<file path="config.mk">
export PLATFORM = sky130hd
export DESIGN_NAME = prio_encoder_rr_flat
export DESIGN_NICKNAME = d
export VERILOG_FILES = /design/src/rtl/prio_encoder_rr_pkg.sv /design/src/rtl/prio_encoder_rr_if.sv /design/src/rtl/prio_encoder_rr_scan.sv /design/src/rtl/prio_encoder_rr.sv /design/src/flat_wrapper.sv
export SDC_FILE = /design/constraint.sdc
export NUM_CORES = 1
export LEC_CHECK = 0
export BUFFER_PORTS_ARGS = -buffer_cell sky130_fd_sc_hd__buf_4
export CELL_PAD_IN_SITES_DETAIL_PLACEMENT = 0
export CELL_PAD_IN_SITES_GLOBAL_PLACEMENT = 1
export CORE_MARGIN = 2
export CORE_UTILIZATION = 44
export CTS_CLUSTER_DIAMETER = 80
export DETAILED_ROUTE_END_ITERATION = 12
export PLACE_DENSITY_LB_ADDON = 0.08
export SETUP_SLACK_MARGIN = 0.15
export SLEW_MARGIN = 15
export SYNTH_ARGS = -nofsm -noshare
export SYNTH_HDL_FRONTEND = slang
export SYNTH_SLANG_ARGS = --single-unit
</file>
<file path="constraint.sdc">
create_clock -name clk -period 8.88 [get_ports clk]
set_input_delay 1.332 -clock clk [delete_from_list [all_inputs] [get_ports clk]]
set_output_delay 1.332 -clock clk [all_outputs]
set_load 0.005 [all_outputs]
</file>
<file path="src/rtl/prio_encoder_rr_pkg.sv">
// Shared constants and helper functions for the priority encoder.
package prio_pkg;

  localparam logic MODE_FIXED = 1'b0;
  localparam logic MODE_RR    = 1'b1;

  // Width of an index able to address n request lines; never below 1 bit.
  function automatic int clog2(input int n);
    int r;
    r = 0;
    while ((1 << r) < n) begin
      r = r + 1;
    end
    return (r == 0) ? 1 : r;
  endfunction

  // Pointer position after a round-robin win: the winner becomes the
  // lowest priority, and index 0 wraps back up to n-1.
  function automatic int next_ptr(input int winner, input int n);
    return (winner == 0) ? (n - 1) : (winner - 1);
  endfunction

endpackage

</file>
<file path="src/rtl/prio_encoder_rr_if.sv">
// Request/response bundle between request sources, the encoder and its consumer.
interface prio_encoder_rr_if #(
  parameter int N = 8
) ();
  import prio_pkg::*;

  localparam int W = clog2(N);

  logic [N-1:0] req;
  logic         mode;
  logic         in_valid;
  logic         in_ready;
  logic [W-1:0] code;
  logic [N-1:0] grant;
  logic         any;
  logic         out_valid;
  logic         out_ready;

  modport slave (
    input  req, mode, in_valid, out_ready,
    output in_ready, code, grant, any, out_valid
  );

  modport master (
    output req, mode, in_valid, out_ready,
    input  in_ready, code, grant, any, out_valid
  );

endinterface

</file>
<file path="src/rtl/prio_encoder_rr_scan.sv">
// Combinational winner search: rotate the request vector so the start index
// sits at the top, find the highest set bit, then map it back.
module prio_scan
  import prio_pkg::*;
#(
  parameter int N = 8,
  parameter int W = clog2(N)
) (
  input  logic [N-1:0] req_i,
  input  logic [W-1:0] start_i,
  output logic [W-1:0] winner_o,
  output logic [N-1:0] onehot_o,
  output logic         any_o
);

  logic [N-1:0] rot;
  logic [W-1:0] hitPos;
  logic         found;

  // Rotated position k maps to original index (start + k + 1) mod N, so the
  // top rotated bit is the start index and lower bits descend with wrap.
  function automatic logic [W-1:0] unrotate(input logic [W-1:0] s, input int k);
    int idx;
    idx = int'(s) + k + 1;
    if (idx >= N) begin
      idx = idx - N;
    end
    return W'(idx);
  endfunction

  // Build the rotated request vector.
  always_comb begin
    rot = '0;
    for (int k = 0; k < N; k++) begin
      rot[k] = req_i[unrotate(start_i, k)];
    end
  end

  // Highest set bit in the rotated frame; later hits overwrite earlier ones.
  always_comb begin
    found  = 1'b0;
    hitPos = '0;
    for (int k = 0; k < N; k++) begin
      if (rot[k]) begin
        found  = 1'b1;
        hitPos = W'(k);
      end
    end
  end

  // Map the hit back to a real index and form the one-hot grant.
  always_comb begin
    any_o    = found;
    winner_o = '0;
    onehot_o = '0;
    if (found) begin
      winner_o           = unrotate(start_i, int'(hitPos));
      onehot_o[winner_o] = 1'b1;
    end
  end

endmodule

</file>
<file path="src/rtl/prio_encoder_rr.sv">
// Priority encoder with fixed or round-robin arbitration, a registered result
// and valid/ready handshakes on both sides.
module prio_encoder_rr
  import prio_pkg::*;
#(
  parameter int N = 8
) (
  input logic          clk,
  input logic          rst,
  prio_encoder_rr_if.slave bus
);

  localparam int W = clog2(N);
  localparam logic [W-1:0] LAST = W'(N - 1);

  logic         outValid_q, outValid_d;
  logic [W-1:0] code_q, code_d;
  logic [N-1:0] grant_q, grant_d;
  logic         any_q, any_d;
  logic [W-1:0] ptr_q, ptr_d;

  logic         accept;
  logic [W-1:0] scanStart;
  logic [W-1:0] scanWinner;
  logic [N-1:0] scanOneHot;
  logic         scanAny;

  assign bus.in_ready = !outValid_q || bus.out_ready;
  assign accept       = bus.in_valid && bus.in_ready;
  assign scanStart    = (bus.mode == MODE_FIXED) ? LAST : ptr_q;

  prio_scan #(
    .N(N),
    .W(W)
  ) u_scan (
    .req_i    (bus.req),
    .start_i  (scanStart),
    .winner_o (scanWinner),
    .onehot_o (scanOneHot),
    .any_o    (scanAny)
  );

  // Load a new result on accept, drop valid after a bare handshake, else hold;
  // the pointer only moves on a round-robin beat that actually had a winner.
  always_comb begin
    outValid_d = outValid_q;
    code_d     = code_q;
    grant_d    = grant_q;
    any_d      = any_q;
    ptr_d      = ptr_q;
    if (accept) begin
      outValid_d = 1'b1;
      code_d     = scanWinner;
      grant_d    = scanOneHot;
      any_d      = scanAny;
      if ((bus.mode == MODE_RR) && scanAny) begin
        ptr_d = W'(next_ptr(int'(scanWinner), N));
      end
    end else if (bus.out_ready) begin
      outValid_d = 1'b0;
    end
  end

  // State registers; reset wins over any simultaneous accept.
  always_ff @(posedge clk) begin
    if (rst) begin
      outValid_q <= 1'b0;
      code_q     <= '0;
      grant_q    <= '0;
      any_q      <= 1'b0;
      ptr_q      <= LAST;
    end else begin
      outValid_q <= outValid_d;
      code_q     <= code_d;
      grant_q    <= grant_d;
      any_q      <= any_d;
      ptr_q      <= ptr_d;
    end
  end

  assign bus.out_valid = outValid_q;
  assign bus.code      = code_q;
  assign bus.grant     = grant_q;
  assign bus.any       = any_q;

endmodule

</file>
<file path="src/flat_wrapper.sv">
// flat-port wrapper written by rule: the top's interface ports become plain ports
module prio_encoder_rr_flat import prio_pkg::*;
#(
  parameter int N = 8
)
  (clk, rst, bus_req, bus_mode, bus_in_valid, bus_out_ready, bus_in_ready, bus_code, bus_grant, bus_any, bus_out_valid);
  prio_encoder_rr_if #(.N(N)) bus_i ();
  input logic clk;
  input logic rst;
  input wire logic [$bits(bus_i.req)-1:0] bus_req;
  input wire logic [$bits(bus_i.mode)-1:0] bus_mode;
  input wire logic [$bits(bus_i.in_valid)-1:0] bus_in_valid;
  input wire logic [$bits(bus_i.out_ready)-1:0] bus_out_ready;
  output wire logic [$bits(bus_i.in_ready)-1:0] bus_in_ready;
  output wire logic [$bits(bus_i.code)-1:0] bus_code;
  output wire logic [$bits(bus_i.grant)-1:0] bus_grant;
  output wire logic [$bits(bus_i.any)-1:0] bus_any;
  output wire logic [$bits(bus_i.out_valid)-1:0] bus_out_valid;
  assign bus_i.req = bus_req;
  assign bus_i.mode = bus_mode;
  assign bus_i.in_valid = bus_in_valid;
  assign bus_i.out_ready = bus_out_ready;
  assign bus_in_ready = bus_i.in_ready;
  assign bus_code = bus_i.code;
  assign bus_grant = bus_i.grant;
  assign bus_any = bus_i.any;
  assign bus_out_valid = bus_i.out_valid;
  prio_encoder_rr #(.N(N)) u_core (.clk(clk), .rst(rst), .bus(bus_i));
endmodule
</file>
# Word level (Yosys, flattened, before mapping)

Cells that the tools add are included.

Register bits: 16
Input bits: 13
Output and inout port bits: 14
Word-level logic and storage cells: 107

Add/sub/neg operators: 26
$lt $le $gt $ge: 19
Muxes and demuxes: 49
Reductions and logical operators: 8

Operators with widths:

| operator              | count |
|---|---|
| $mux W3               | 19 |
| $add A4 B1 Y5 const B | 8 |
| $ge A5 B4 Y1 const B  | 8 |
| $lt A3 B4 Y1 const B  | 9 |
| $sub A3 B1 Y3 const B | 10 |
| $bmux W1 S3           | 8 |
| $mux W1               | 20 |
| $add A3 B3 Y4 const B | 4 |
| $add A3 B2 Y4 const B | 2 |
| $mux W8               | 1 |
| $add A3 B1 Y4 const B | 1 |
| $add A3 B3 Y4         | 1 |
| $ge A4 B4 Y1 const B  | 1 |
| $demux W1 S3          | 1 |
| $ge A3 B1 Y1 const B  | 1 |
| $logic_and A1 B1 Y1   | 3 |
| $logic_not A3 Y1      | 1 |
| $reduce_and A2 Y1     | 1 |
| $reduce_bool A2 Y1    | 1 |
| $logic_not A1 Y1      | 1 |
| $logic_or A1 B1 Y1    | 1 |

# Logic depth before layout (Yosys ltp)

Word-level depth: 24
Mapped depth: 18
Gate-level depth less buffers: 17

# Modules after synthesis

From an unflattened synthesis, not the netlist that was laid out.

Cells, all modules: 192
Area, all modules: 1750.4 um^2

Modules (own cells, without submodules):

| module          | times used | cells each | area each (um^2) | seq. area each (um^2) |
|---|---|---|---|---|
| prio_scan       | 1          | 112        | 1041.0           | 0.0 |
| prio_encoder_rr | 1          | 80         | 709.4            | 320.3 |

# Least setup slack after synthesis

No wires, ideal clock.

Path kind: input-to-reg
Start: in bus_mode
End: reg u_core.ptr_q[2]
Setup time: 72 ps
Data arrival time: 4693 ps
Required time: 8808 ps
Slack: 4115 ps
Stages: 18
Path buffers: 1
Cell sequence: or2b_1 clkbuf_1 inv_1 ha_1 xnor2_1 nand3b_1 nand3b_1 nand2_1 a21boi_0 o21a_1 ha_1 fa_1 xnor2_1 xor2_1 nand2b_1 ha_1 nor2b_1 mux2i_1

Longest elaborated chain between the ends: 22
Elaborated cells between the ends (all ways): 82
Classes of those cells: add/sub: 26; order compare: 9; mux: 44; reduce/logical: 3

RTL lines:

| item                                              | RTL line                                               | source |
|---|---|---|
| from (decl)                                       | flat_wrapper.sv:11                                     | `input wire logic [$bits(bus_i.mode)-1:0] bus_mode;` |
| $mux W3                                           | prio_encoder_rr.sv:30                                  | `assign scanStart = (bus.mode == MODE_FIXED) ? LAST : ptr_q;` |
| $add A3 B1 Y4                                     | prio_encoder_rr_scan.sv:24                             | `idx = int'(s) + k + 1;` |
| $add A4 B1 Y5                                     | prio_encoder_rr_scan.sv:24                             |  |
| $ge A5 B4 Y1 or $sub A3 B1 Y3 (tied branches)     | prio_encoder_rr_scan.sv:25, prio_encoder_rr_scan.sv:26 |  |
| $mux W3                                           | prio_encoder_rr_scan.sv:25                             | `if (idx >= N) begin` |
| $bmux W1 S3                                       | prio_encoder_rr_scan.sv:35                             | `rot[k] = req_i[unrotate(start_i, k)];` |
| $mux W1 (implied by the code)                     | prio_encoder_rr_scan.sv:35                             |  |
| $mux W1                                           | prio_encoder_rr_scan.sv:44                             | `if (rot[k]) begin` |
| $mux W3 (6 in series)                             | prio_encoder_rr_scan.sv:44                             |  |
| $add A3 B3 Y4                                     | prio_encoder_rr_scan.sv:24                             |  |
| $add A4 B1 Y5                                     | prio_encoder_rr_scan.sv:24                             |  |
| $ge A5 B4 Y1 or $sub A3 B1 Y3 (tied branches)     | prio_encoder_rr_scan.sv:25, prio_encoder_rr_scan.sv:26 |  |
| $mux W3                                           | prio_encoder_rr_scan.sv:25                             |  |
| $mux W3 (2 in series)                             | prio_encoder_rr_scan.sv:56                             | `if (found) begin` |
| $sub A3 B1 Y3 or $logic_not A3 Y1 (tied branches) | prio_encoder_rr_pkg.sv:20                              | `return (winner == 0) ? (n - 1) : (winner - 1);` |
| $mux W3                                           | prio_encoder_rr_pkg.sv:20                              |  |
| to (signal assigned)                              | prio_encoder_rr.sv:77                                  | `ptr_q <= ptr_d;` |
| to (decl)                                         | prio_encoder_rr.sv:20                                  | `logic [W-1:0] ptr_q, ptr_d;` |

Parallel ways exist; a longest one is shown, timed or not. The select of a mux whose other input is x is not followed.
A chain may end at the register's enable or synchronous reset.

# Worst setup path in the final report

Start: in bus_mode
End: reg u_core.ptr_q[1]

The elaborated chain is that of the path after synthesis.

==> summary.md <==
### Final layout
- **fraction of layout instances using a drive strength above 1** 0.2847
- **net count of the finished layout** 164
- **final cell count without fillers** 174
- **count of fill cells added during filler insertion** 234
- **area delta synth->final** 19.58%
- **count of antenna diodes in the layout** 0

### STA
- **sum of negative setup slack** 0 ns
- **count of endpoints failing setup in the final report** 0
- **Max Clock Freq** 0.2049 GHz
- **setup slack after layout** 4.000 ns
- **count of final hold-check violations** 0
- **final slew viol count** 0
- **headroom to the max-slew limit** 0.5183
- **RSZ-0062 raised after global routing** no
- **final cycle utilization of the critical path** 0.5496
- **crit path time final** 4.880 ns
- **final worst clock skew** 0.007353 ns
- **pin slew with the least headroom to its limit** 0.7210 ns

### Synthesis
- **number of instances in the synthesized netlist** 120
- **share of the synthesized area in the top cell type** 0.2667
- **asr flop ratio synth** 0
- **number of synthesized flops with an enable pin** 0
- **number of nets in the synthesized netlist** 139
- **most used standard cell by instance count after synthesis** sky130_fd_sc_hd__dfxtp_1
- **number of library cell types mapped by synthesis** 40
- **netlist area before placement** 1201 um^2
- **cell type with the highest aggregate area in the netlist** sky130_fd_sc_hd__dfxtp_1
- **number of warnings reported in the yosys synthesis log** 0
- **post-synthesis register bit count** 16
- **most used standard cells in the synthesized netlist** 16 x sky130_fd_sc_hd__dfxtp_1, 13 x sky130_fd_sc_hd__nand2_1, 8 x sky130_fd_sc_hd__mux2i_1, 7 x sky130_fd_sc_hd__nor2_1
- **sequential area share after synthesis** 0.2667
- **Primary FF master, synth** sky130_fd_sc_hd__dfxtp_1
- **Avg Cell Area, Syn** 10.01 um^2
- **top cells by area in the synthesized netlist** sky130_fd_sc_hd__dfxtp_1 27%, sky130_fd_sc_hd__mux4_1 8.8%, sky130_fd_sc_hd__mux2i_1 6.7%

### Critical path
- **Worst Setup SP** bus_mode
- **Worst path most repeated cell** sky130_fd_sc_hd__ha_1
- **crit path buf inv count** 2
- **Critical Path Source Type** primary input
- **worst setup path class** in2reg
- **Worst Path Arrival** 5.06 ns
- **start of the worst register-to-register path** u_core.ptr_q[1]
- **crit end category** register
- **Worst Path Max Fanout** 8
- **required time at the worst-slack endpoint** 9.06 ns
- **slowest cell delay on critical path** 0.39 ns
- **Cell Chain, Critical Path** buf_4 > or2b_1 > inv_1 > ha_1 > xnor2_1 > nand3b_1 > nand3b_1 > nand2_1 > a21boi_0 > o21a_1 > ha_1 > fa_1 > xnor2_1 > xor2_1 > nand2b_1 > ha_1 > nor3b_1 > mux2i_1
- **critical-path cell with the highest stage delay** sky130_fd_sc_hd__xor2_1
- **Largest delay share family, worst path** simple AND/OR/NAND/NOR gates

### Power
- **Worst VDD drop** 0.0001357 V
- **Leak Pwr** 0.6198 nW
- **power per cell area** 145.4 nW/um^2

### Detailed routing
- **Routed Antenna Nets** 0
- **routed via count divided by cell count** 5.718
- **overall routed net length** 2626 um
- **detail-routed net length per standard cell** 15.09 um
- **total via count in the routed design** 995
- **number of detailed-route iterations in the first pass** 4
- **initial detailed-routing violation count** 17
- **DR DRC count** 0

### Floorplan
- **core box area** 2522 um^2
- **count of standard-cell rows** 18
- **initial standard-cell utilization of the core** 0.4762
- **die extent in y** 56.25 um
- **die boundary width** 56.25 um
- **top-level I/O count** 27
- **die area** 3164 um^2

### Clocking
- **H-tree depth reported by CTS** 1
- **CTS Buf Count** 3
- **CTS root buffer** sky130_fd_sc_hd__clkbuf_4
- **Clock Pin Slew Worst Setup and Hold Paths** 0.09 ns
- **CTS Buffer Depth** 2
- **TritonCTS clock tree** built
- **clk sinks** 16
- **CTS-repair resized insts** 0
- **clock network latency to the later pin of the worst-skew pair** 0.29 ns
- **buffers inserted by post-CTS timing repair** 0
- **post-cts hold buffer count** 0

### Place
- **Final Wtd Congestion** 0.9150
- **Placed Cells** 170
- **pre-CTS WS** 3.729 ns
- **HPWL after detailed placement** 2018 um
- **count of buffers inserted at the top-level ports** 26

### Global routing
- **GR Overflow Total** 0
- **overall routing resource usage** 0.1769
- **largest net degree at the start of global routing** 12
- **global-route wire length before repair** 4429 um
- **number of global-route vias before repair** 901
- **number of antenna violations at the first check in global routing** 0

### Job
- **max capacitance violation total** 0

### Hold path
- **Tightest Hold Check Type** reg2reg
- **hold path startpoint** u_core.bus.code[0]

### Status
- **outcome** finished, final reports clean

==> registers in the layout, indices dropped and copies added, names as in the netlist <==
| name | count |
|---|---|
| u_core.bus.grant | 8 |
| u_core.bus.code | 3 |
| u_core.ptr_q | 3 |
| u_core.bus.any | 1 |
| u_core.bus.out_valid | 1 |
==> per-stage QoR <==
stage | total power, mW | area, um^2 | hold slack, ns | utilization
final | 0.2089 | 1436 | 0.4589 | 0.5694
after global routing | 0.2232 | 1436 | 0.4887 | 0.5694
after CTS | 0.2113 | 1436 | 0.4668 | 0.5694
after detailed placement | 0.1611 | 1400 | 0.4425 | 0.5551
after global placement | 0.1597 | 1400 | 0.4372 | 0.5551
after floorplan | 0.1376 | 1201 | 0.4442 | -
==> per-layer routing <==
metal  track usage  share of wire
met1        0.2672           0.51
met2        0.2538           0.44
met3       0.04839          0.050
met4       0.03061              0
met5             0              0
==> area by class of cell <==
cell class                 instances  area [um^2]  share of cell area
multi-input combinational         95        833.3              0.5801
sequential                        16        320.3              0.2230
timing repair buffer              26        195.2              0.1359
tap                               30        37.54             0.02613
clock buffer                       4        36.28             0.02526
inverter                           3        13.76            0.009582
==> final timing paths <==
check / endpoint / slack, ns / cells past startpoint
worst max-delay path: u_core.ptr_q[1] / 4.00 / 18
worst min-delay path: u_core.bus.code[0] / 0.46 / 1
worst max register to register: u_core.ptr_q[1] / 4.74 / 17
worst min register to register: u_core.bus.code[0] / 0.46 / 1
==> cell usage in the layout (no fill, tap or decap), types with 2 or more instances in the layout <==
cell type	instances
sky130_fd_sc_hd__nor3b_1	5
sky130_fd_sc_hd__mux2i_1	8
sky130_fd_sc_hd__or2_2	2
sky130_fd_sc_hd__nor2_1	7
sky130_fd_sc_hd__inv_1	2
sky130_fd_sc_hd__o31ai_1	4
sky130_fd_sc_hd__dfxtp_1	16
sky130_fd_sc_hd__a32o_1	2
sky130_fd_sc_hd__nor2b_1	4
sky130_fd_sc_hd__nand2_1	13
sky130_fd_sc_hd__mux4_2	2
sky130_fd_sc_hd__nand2b_1	3
sky130_fd_sc_hd__clkbuf_4	3
sky130_fd_sc_hd__buf_4	26
sky130_fd_sc_hd__o32a_1	2
sky130_fd_sc_hd__o21ai_0	5
sky130_fd_sc_hd__o41ai_1	2
sky130_fd_sc_hd__mux4_1	4
sky130_fd_sc_hd__ha_1	5
sky130_fd_sc_hd__nand3_1	3
sky130_fd_sc_hd__xnor2_1	4
sky130_fd_sc_hd__a21boi_0	2
sky130_fd_sc_hd__nand3b_1	3
==> cells by family (layout without fill, tap and decap cells) <==
kind of cell	count (synthesis)	after routing	synth area share
AO/OA/AOI/OAI	24	24	0.1677
XOR/XNOR	5	5	0.03646
adder cells (fa/ha/maj)	6	6	0.06875
buffers and inverters	9	33	0.03959
flip-flops	16	16	0.2667
multiplexers	15	15	0.2104
AND/OR/NAND/NOR	45	45	0.2104
==> report_power, final <==
part	total [mW]	internal, mW	switching [mW]
logic	0.0766	0.0364	0.0402
clock network	0.0493	0.0250	0.0244
registers	0.0829	0.0779	0.00493
Note: power is estimated with default switching activity, not from simulation.
